## config.mk

```make
export PLATFORM = sky130hd
export DESIGN_NAME = half_inning_sequencer
export DESIGN_NICKNAME = d
export VERILOG_FILES = /design/src/rtl/baseball_pkg.sv /design/src/rtl/count_thermo.sv /design/src/rtl/half_inning_sequencer.sv
export SDC_FILE = /design/constraint.sdc
export NUM_CORES = 1
export LEC_CHECK = 0
export BUFFER_PORTS_ARGS = -buffer_cell sky130_fd_sc_hd__buf_2
export CAP_MARGIN = 20
export CORE_ASPECT_RATIO = 0.8
export CORE_MARGIN = 3
export CORE_UTILIZATION = 55
export CTS_BUF_LIST = sky130_fd_sc_hd__clkbuf_16
export CTS_CLUSTER_SIZE = 8
export DETAILED_ROUTE_END_ITERATION = 6
export PLACE_DENSITY_LB_ADDON = 0.3
export SLEW_MARGIN = 20
export SYNTH_ARGS = -nofsm -noshare
export SYNTH_HDL_FRONTEND = slang
export SYNTH_SLANG_ARGS = --single-unit
export TNS_END_PERCENT = 5
```

## constraint.sdc

```tcl
create_clock -name clk -period 3.3 [get_ports clk]
set_input_delay 0.66 -clock clk [delete_from_list [all_inputs] [get_ports clk]]
set_output_delay 0.66 -clock clk [all_outputs]
set_load 0.1 [all_outputs]
```

## src/rtl/baseball_pkg.sv

```systemverilog
// Shared game-flow types and count limits for the half-inning sequencer.
package baseball_pkg;

    typedef enum logic [1:0] {
        HIS_PLAY        = 2'd0,
        HIS_WAIT_CHANGE = 2'd1,
        HIS_DONE        = 2'd2
    } his_state_t;

    localparam logic [1:0] MAX_BALLS     = 2'd3;
    localparam logic [1:0] MAX_STRIKES   = 2'd2;
    localparam logic [1:0] OUTS_PER_HALF = 2'd3;

    function automatic logic [1:0] sat_inc2(input logic [1:0] v);
        return (v == 2'b11) ? v : v + 2'd1;
    endfunction

endpackage

```

## src/rtl/count_thermo.sv

```systemverilog
// Registered saturating count-to-thermometer LED encoder (0 -> all off, >=WIDTH -> all on).
module count_thermo #(
    parameter int WIDTH = 3
) (
    input  logic             clk,
    input  logic             reset,
    input  logic [1:0]       count,
    output logic [WIDTH-1:0] led
);

    logic [WIDTH-1:0] thermo;

    always_comb begin
        thermo = '0;
        for (int i = 0; i < WIDTH; i++) begin
            if (32'(count) > i) thermo[i] = 1'b1;
        end
    end

    always_ff @(posedge clk or posedge reset) begin
        if (reset) led <= '0;
        else       led <= thermo;
    end

endmodule

```

## src/rtl/half_inning_sequencer.sv

```systemverilog
// Ball/strike/out game-flow FSM and inning register in front of the out-count LED block.
// Optional WAIT_CHANGE watchdog enabled by defining HIS_WATCHDOG_EN.
//
// state           | meaning
// HIS_PLAY        | accepting umpire buttons, one event per cycle
// HIS_WAIT_CHANGE | third out issued, waiting for change_pulse
// HIS_DONE        | final half complete, game_over held until reset
module half_inning_sequencer
    import baseball_pkg::*;
#(
    parameter int INNINGS     = 9,
    parameter int WDOG_CYCLES = 16
) (
    input  logic       clk,
    input  logic       reset,
    input  logic       strike_in,
    input  logic       ball_in,
    input  logic       foul_in,
    input  logic       out_in,
    input  logic       change_pulse,
    output logic       out_pulse,
    output logic       walk_pulse,
    output logic [2:0] ball_led,
    output logic [1:0] strike_led,
    output logic [3:0] inning,
    output logic       bottom_half,
    output logic       game_over
`ifdef HIS_WATCHDOG_EN
    ,
    output logic       wdog_err
`endif
);

    if (INNINGS < 1 || INNINGS > 15 || WDOG_CYCLES < 1) begin : g_bad_param
        $error("half_inning_sequencer: INNINGS must be 1..15 and WDOG_CYCLES >= 1");
    end

    localparam logic [3:0] LAST_INNING = 4'(INNINGS);

    his_state_t state, state_next;
    logic [1:0] balls, balls_next;
    logic [1:0] strikes, strikes_next;
    logic [1:0] outs, outs_next;
    logic [3:0] inning_next;
    logic       bottom_next;
    logic       out_next, walk_next;
    logic       do_out, advance;
    logic       wdog_fire;

`ifdef HIS_WATCHDOG_EN
    localparam int WDOG_W = $clog2(WDOG_CYCLES + 1);
    logic [WDOG_W-1:0] wdog_cnt;

    // Down-counter loaded on entry; terminal count with no change_pulse forces the advance.
    assign wdog_fire = (state == HIS_WAIT_CHANGE) && !change_pulse && (wdog_cnt == '0);

    always_ff @(posedge clk or posedge reset) begin
        if (reset) begin
            wdog_cnt <= '0;
            wdog_err <= 1'b0;
        end else begin
            if (state_next == HIS_WAIT_CHANGE && state != HIS_WAIT_CHANGE)
                wdog_cnt <= WDOG_W'(WDOG_CYCLES - 1);
            else if (state == HIS_WAIT_CHANGE && wdog_cnt != '0)
                wdog_cnt <= wdog_cnt - 1'b1;
            if (wdog_fire) wdog_err <= 1'b1;
        end
    end
`else
    assign wdog_fire = 1'b0;
`endif

    always_comb begin
        state_next   = state;
        balls_next   = balls;
        strikes_next = strikes;
        outs_next    = outs;
        inning_next  = inning;
        bottom_next  = bottom_half;
        out_next     = 1'b0;
        walk_next    = 1'b0;
        do_out       = 1'b0;
        advance      = 1'b0;

        case (state)
            HIS_PLAY: begin
                if (out_in || (strike_in && strikes == MAX_STRIKES)) begin
                    do_out = 1'b1;
                end else if (strike_in) begin
                    strikes_next = strikes + 2'd1;
                end else if (foul_in) begin
                    if (strikes < MAX_STRIKES) strikes_next = strikes + 2'd1;
                end else if (ball_in) begin
                    if (balls < MAX_BALLS) begin
                        balls_next = balls + 2'd1;
                    end else begin
                        walk_next    = 1'b1;
                        balls_next   = 2'd0;
                        strikes_next = 2'd0;
                    end
                end
            end
            HIS_WAIT_CHANGE: begin
                if (change_pulse || wdog_fire) advance = 1'b1;
            end
            HIS_DONE: begin
            end
            default: state_next = HIS_PLAY;
        endcase

        if (do_out) begin
            out_next     = 1'b1;
            balls_next   = 2'd0;
            strikes_next = 2'd0;
            outs_next    = sat_inc2(outs);
            if (outs_next == OUTS_PER_HALF) state_next = HIS_WAIT_CHANGE;
        end

        if (advance) begin
            outs_next    = 2'd0;
            balls_next   = 2'd0;
            strikes_next = 2'd0;
            state_next   = HIS_PLAY;
            if (!bottom_half) begin
                bottom_next = 1'b1;
            end else if (inning == LAST_INNING) begin
                // Final half: scoreboard freezes on the bottom of the last inning.
                state_next = HIS_DONE;
            end else begin
                bottom_next = 1'b0;
                inning_next = inning + 4'd1;
            end
        end
    end

    always_ff @(posedge clk or posedge reset) begin
        if (reset) begin
            state       <= HIS_PLAY;
            balls       <= 2'd0;
            strikes     <= 2'd0;
            outs        <= 2'd0;
            inning      <= 4'd1;
            bottom_half <= 1'b0;
            out_pulse   <= 1'b0;
            walk_pulse  <= 1'b0;
            game_over   <= 1'b0;
        end else begin
            state       <= state_next;
            balls       <= balls_next;
            strikes     <= strikes_next;
            outs        <= outs_next;
            inning      <= inning_next;
            bottom_half <= bottom_next;
            out_pulse   <= out_next;
            walk_pulse  <= walk_next;
            game_over   <= (state_next == HIS_DONE);
        end
    end

    count_thermo #(.WIDTH(3)) u_ball_thermo (
        .clk   (clk),
        .reset (reset),
        .count (balls_next),
        .led   (ball_led)
    );

    count_thermo #(.WIDTH(2)) u_strike_thermo (
        .clk   (clk),
        .reset (reset),
        .count (strikes_next),
        .led   (strike_led)
    );

endmodule

```

==> flow_summary.yaml, run 1 <==
setup_path:
  critPathMaxFanout: 5
  slowest_stage: "sky130_fd_sc_hd__dfstp_2"
  cell_by_cell_trace_of_the_critical_path: "buf_2"
  cp-start-kind: "flip-flop"
  setup.worst_path.class: "flip-flop to primary output"
  arrival_ns: 1.25
  slowest_delay_ns: 0.57
  cp.required_ns: 2.64
  worst-path-buf-inv: 1
  crit_family: "flip-flops"
  worst_setup_path_end_kind: "primary output"
sta:
  final.setup_skew_ns: 0.00466
  fmax_ghz: 0.524
  setup_tns_ns: 0
  post-route-period-util_pct: 57.8
  hold_viol: 0
  hold-worst-slack_ns: 0.496
  finalSetupViolCount: 0
  timing.slew.headroom_pct: 50.3
  tightestPinTransition_ns: 0.744
  final_period_minus_worst_setup_slack_ns: 1.91
  rsz0062_at_grt: "false"
  slew_violations: 0
synth:
  syn_inst: 94
  synth_nets: 106
  dominantRegCellSynth: "sky130_fd_sc_hd__dfrtp_1"
  postSynthRegisterBits: 21
  synth_area_per_cell_um2: 10.5
  seq_area_frac_synth_pct: 53.4
  postSynth.asyncResetShare_pct: 100
  synthesis.area_um2: 987
  synth_enable_flop_cells: 0
  synth-warning-count: 0
  synth.lib_cells_used.distinct: 29
global_route:
  gr_usage_total_pct: 17.7
  antenna_found_initial: 0
  globalRouteOverflowTotal: 0
  grt_first_pass_wirelength_mm: 3.02
  first_global_vias: 695
  pin_count_of_the_biggest_net_entering_global_routing: 22
cells_and_area:
  layout_commonest_cell: "sky130_fd_sc_hd__dfrtp_1"
  fill_cells: 129
  final_cell_count_no_fill: 137
  area.sequential_um2: 527
  proportion_of_layout_cells_with_a_drive_suffix_above_1_pct: 24.3
  syn_to_final_growth_pct: 18.3
  combined_area_of_the_multi_input_logic_cells_um2: 408
  antenna_cells_inserted: 0
  design.final.nets: 128
  commonest_non_fill_non_tap_cells_in_the_layout: "20 x sky130_fd_sc_hd__dfrtp_1, 19 x sky130_fd_sc_hd__buf_2, 10 x sky130_fd_sc_hd__a21oi_1, 8 x sky130_fd_sc_hd__inv_1, 7 x sky130_fd_sc_hd__nor2_1"
place:
  gp_congestion: 0.849
  port_buffers: 19
  place.detailed.hpwl_mm: 1.24
  placed_cells_incl_taps: 133
floorplan:
  die_width_um: 53.4
  floorplan.initialDensity_pct: 59.5
  die_area_um2: 2340
  core-area_um2: 1660
  fp-row-count: 13
  floorplan.io_pins: 20
  die_outline_height_um: 43.9
worst_hold_path:
  worst_hold_class: "flip-flop to flip-flop"
power_and_ir_drop:
  switching_share_of_total_power_pct: 18.2
  power_frac_seq_pct: 49.8
  intPower_mw: 0.425
  pleak_nw: 0.621
  net-switching-power_mw: 0.0947
  comb_power_share_pct: 2.7
  powerDensity_nw_per_um2: 446
  ir_drop_v: 0.000571
  fin_total_pwr_mw: 0.520
  clkPwrFrac_pct: 47.6
clock_network:
  cts_tree: "built"
  worst_setup_hold_path_clk_slew_ns: 0.06
  htree_levels: 1
  numClockSinks: 21
  cts.hold.buffers_added: 0
  post_cts_resize_count: 0
  cts-root-to-sink-buffers: 2
  clk-insertion-delay-late_ns: 0.25
  cts_setup_buffers: 0
  ctsRootBufferMaster: "sky130_fd_sc_hd__clkbuf_16"
  cts-buffers-inserted: 3
run_status:
  outcome: "finished, final reports clean"
run:
  drv.max_cap_violation_count: 0
route:
  postRouteWirelength_mm: 1.69
  antenna_violating_nets_post_route: 0
  via_count: 727
  wire_per_inst_um: 12.4
  avgViaCountPerCell: 5.31
  drtPass1Iterations: 4
  drc: 0
  drt_first_iter_violations: 14
Yosys cell counts, types with 2 or more instances:
master | count | area (um2)
sky130_fd_sc_hd__dfrtp_1 | 20 | 500
sky130_fd_sc_hd__a21oi_1 | 10 | 50.1
sky130_fd_sc_hd__inv_1 | 8 | 30.0
sky130_fd_sc_hd__nor2_1 | 7 | 26.3
sky130_fd_sc_hd__nor3_1 | 6 | 30.0
sky130_fd_sc_hd__ha_1 | 5 | 62.6
sky130_fd_sc_hd__nand2_1 | 5 | 18.8
sky130_fd_sc_hd__nand3_1 | 4 | 20.0
sky130_fd_sc_hd__o21ai_0 | 4 | 20.0
sky130_fd_sc_hd__and2_1 | 2 | 12.5
sky130_fd_sc_hd__and3_1 | 2 | 12.5
sky130_fd_sc_hd__buf_6 | 2 | 22.5
sky130_fd_sc_hd__o22ai_1 | 2 | 12.5
sky130_fd_sc_hd__xor2_1 | 2 | 17.5
power by group through the flow:
stage | logic [mW] | clock network [mW] | registers (mW)
after floorplan | 0.00753 | 0 | 0.263
after global placement | 0.0138 | 0 | 0.263
after detailed placement | 0.0141 | 0 | 0.263
after CTS | 0.0142 | 0.254 | 0.259
after global routing | 0.0163 | 0.262 | 0.259
final | 0.0138 | 0.247 | 0.259
stage by stage:
step	setup slack (ns)	util, %	area [um2]
after floorplan	1.32	-	987
after global placement	1.53	65.5	1090
after detailed placement	1.50	65.5	1090
after CTS	1.38	70.4	1170
after global routing	1.35	70.4	1170
final	1.39	70.4	1170
cell type report:
class / count / area share, %
tap: 22 / 2.36
clock inverter: 1 / 0.429
inverter: 8 / 2.57
multi-input combinational: 63 / 34.9
sequential: 21 / 45.1
clock buffer: 3 / 6.43
timing repair buffer: 19 / 8.15
per-layer routing:
| metal | track usage, % | wire [um] | part of all wire (%) | up-vias |
|---|---|---|---|---|
| li1 | - | - | - | 372 |
| met1 | 25.8 | 847 | 50 | 333 |
| met2 | 25.7 | 742 | 44 | 20 |
| met3 | 6.19 | 93 | 5.5 | 2 |
| met4 | 3.06 | 8 | 0.47 | 0 |
| met5 | 0 | 0 | 0 | - |
sequential cells by signal, indices dropped and copies added (netlist names):
signal	count
bottom_half	1
state	2
walk_pulse	1
out_pulse	1
strikes	2
balls	2
game_over	1
inning	4
u_strike_thermo.led	2
outs	2
u_ball_thermo.led	3
path summary, 6_finish.rpt:
check                           from                      to  slack, ns  cells past startpoint
hold reg to reg              outs[0]                 outs[0]       0.50                      1
setup / recovery           inning[0]               inning[0]       1.39                      1
max in group asynchronous      reset               inning[1]       2.30                      2
hold / removal               outs[0]                 outs[0]       0.50                      1
setup reg to reg            balls[0]  u_strike_thermo.led[0]       1.53                      5
min in group asynchronous      reset               inning[3]       0.53                      2
logic make-up after synthesis:
| logic type | after synthesis | share of synthesized area [%] |
|---|---|---|
| xor gates and xnor gates | 3 | 3.42 |
| buffers and inverters | 10 | 5.32 |
| adders and majority gates | 5 | 6.34 |
| DFF | 21 | 53.4 |
| and+or+nand+nor | 32 | 17.5 |
| AOI/OAI and AO/OA | 23 | 14.1 |
Note: power is estimated with default switching activity, not from simulation.
==> run 2, diff against run 1 <==
Settings changed: CORE_UTILIZATION 55 to 52.
Clock period 3.3 ns to 1.8 ns, I/O delays scaled along.
==> flow_summary.yaml, run 2 (synthesis results as in run 1) <==
run_status:
  outcome: "finished, final reports clean"
global_route:
  globalRouteOverflowTotal: 0
  pin_count_of_the_biggest_net_entering_global_routing: 22
  first_global_vias: 778
  grt_first_pass_wirelength_mm: 3.43
  antenna_found_initial: 0
  gr_usage_total_pct: 20.3
sta:
  final.setup_skew_ns: 0.00386
  fmax_ghz: 0.584
  tightestPinTransition_ns: 0.499
  final_period_minus_worst_setup_slack_ns: 1.71
  slew_violations: 0
  post-route-period-util_pct: 95.1
  finalSetupViolCount: 0
  rsz0062_at_grt: "false"
  timing.slew.headroom_pct: 67.0
  hold_viol: 0
  setup_tns_ns: 0
route:
  antenna_violating_nets_post_route: 0
  avgViaCountPerCell: 5.53
  via_count: 780
  drtPass1Iterations: 4
  drt_first_iter_violations: 18
  postRouteWirelength_mm: 1.95
  wire_per_inst_um: 13.8
  drc: 0
cells_and_area:
  syn_to_final_growth_pct: 21.8
  area.sequential_um2: 533
  layout_commonest_cell: "sky130_fd_sc_hd__buf_2"
  reg.largest.list: "inning x4, u_ball_thermo.led x3"
  fill_cells: 136
  largest_register_ffs: 4
  design.final.nets: 132
  antenna_cells_inserted: 0
  top_register: "inning"
  commonest_non_fill_non_tap_cells_in_the_layout: "19 x sky130_fd_sc_hd__buf_2, 18 x sky130_fd_sc_hd__dfrtp_1, 10 x sky130_fd_sc_hd__a21oi_1, 9 x sky130_fd_sc_hd__inv_1, 7 x sky130_fd_sc_hd__nor2_1"
  proportion_of_layout_cells_with_a_drive_suffix_above_1_pct: 27.7
  combined_area_of_the_multi_input_logic_cells_um2: 408
  finalCoreUtilization_pct: 70.4
clock_network:
  htree_levels: 1
  ctsRootBufferMaster: "sky130_fd_sc_hd__clkbuf_16"
  cts-root-to-sink-buffers: 2
  numClockSinks: 21
  post_cts_resize_count: 0
  cts-buffers-inserted: 3
  cts_tree: "built"
  cts.hold.buffers_added: 0
  cts_setup_buffers: 0
  worst_setup_hold_path_clk_slew_ns: 0.05
  clk-insertion-delay-late_ns: 0.25
floorplan:
  core-area_um2: 1710
  die_outline_height_um: 45.0
  fp-row-count: 13
  die_area_um2: 2460
  floorplan.io_pins: 20
  floorplan.initialDensity_pct: 57.8
  die_width_um: 54.7
setup_path:
  worst_setup_path_end_kind: "flip-flop"
  reg_to_reg_critical_path_startpoint: "balls[0]"
  cp.required_ns: 1.90
  arrival_ns: 1.82
  cp-start-kind: "flip-flop"
  setup.worst_path.class: "flip-flop to flip-flop"
  critical_path.startpoint: "balls[0]"
  critPathMaxFanout: 5
place:
  gp_congestion: 0.845
  place.detailed.hpwl_mm: 1.40
  port_buffers: 19
run:
  drv.max_cap_violation_count: 0
worst_hold_path:
  worst_hold_class: "input pin to asynchronous set/reset pin"
power_and_ir_drop:
  pleak_nw: 0.640
  powerDensity_nw_per_um2: 790
  ir_drop_v: 0.000755
## run 2: changes by cell type in the layout (fill, tap and decap cells not counted)
cell	previous run	this run
sky130_fd_sc_hd__dfstp_2	1	0
sky130_fd_sc_hd__dfrtp_2	0	2
sky130_fd_sc_hd__inv_1	8	9
sky130_fd_sc_hd__clkinv_2	1	0
sky130_fd_sc_hd__dfrtp_1	20	18
sky130_fd_sc_hd__dfstp_4	0	1
sky130_fd_sc_hd__buf_4	0	4
## run 2: through the flow
stage / instance area (um2) / setup WS, ns / total power [mW] / hold WS, ns / instances
3_5_place_dp: 1120 / 0.158 / 0.511 / 0.406 / 137
3_3_place_gp: 1120 / 0.132 / 0.510 / 0.394 / 137
4_1_cts: 1200 / 0.110 / 0.966 / 0.144 / 141
6_report: 1200 / 0.0878 / 0.950 / 0.132 / 141
2_1_floorplan: 993 / 0.0614 / 0.496 / 0.336 / 94
5_1_grt: 1200 / 0.0282 / 0.994 / 0.163 / 141
## run 2: power breakdown
group | switching, mW | internal [mW] | leakage [nW] | total (mW)
clock | 0.152 | 0.295 | 0.0423 | 0.447
combinational | 0.0175 | 0.0104 | 0.344 | 0.0279
sequential | 0.00100 | 0.474 | 0.254 | 0.475
total | 0.170 | 0.779 | 0.640 | 0.950
## run 2: layout make-up
type / instances / area share, %
Sequential cell: 21 / 44.3
Clock buffer: 3 / 6.24
Inverter: 8 / 2.50
Clock inverter: 1 / 0.312
Tap cell: 22 / 2.29
Multi-Input combinational cell: 63 / 33.9
Timing Repair Buffer: 23 / 10.4
## run 2: per-layer routing
layer	part of all wire, %	vias up	track usage, %
met5	0	-	0
met4	1.5	0	8.96
met3	5.9	4	5.94
met2	50	23	33.7
met1	42	376	24.1
li1	-	377	-
## run 2: path summary, 6_finish.rpt
| check | endpoint | slack [ns] | depth (start not counted) |
|---|---|---|---|
| worst max-delay path | u_strike_thermo.led[0] | 0.09 | 6 |
| worst min-delay path | balls[0] | 0.13 | 3 |
| worst max register to register | u_strike_thermo.led[0] | 0.09 | 6 |
| worst min register to register | inning[2] | 0.50 | 1 |
| max in group asynchronous | inning[0] | 1.40 | 3 |
| min in group clk | state[0] | 0.48 | 3 |
## run 2: critical path: stages, from the launching register on
cell	delay, ns
sky130_fd_sc_hd__dfrtp_1	0.42
sky130_fd_sc_hd__ha_1	0.20
sky130_fd_sc_hd__and2_1	0.16
sky130_fd_sc_hd__nor3_1	0.05
sky130_fd_sc_hd__o311ai_0	0.42
sky130_fd_sc_hd__buf_4	0.21
sky130_fd_sc_hd__a41oi_1	0.12
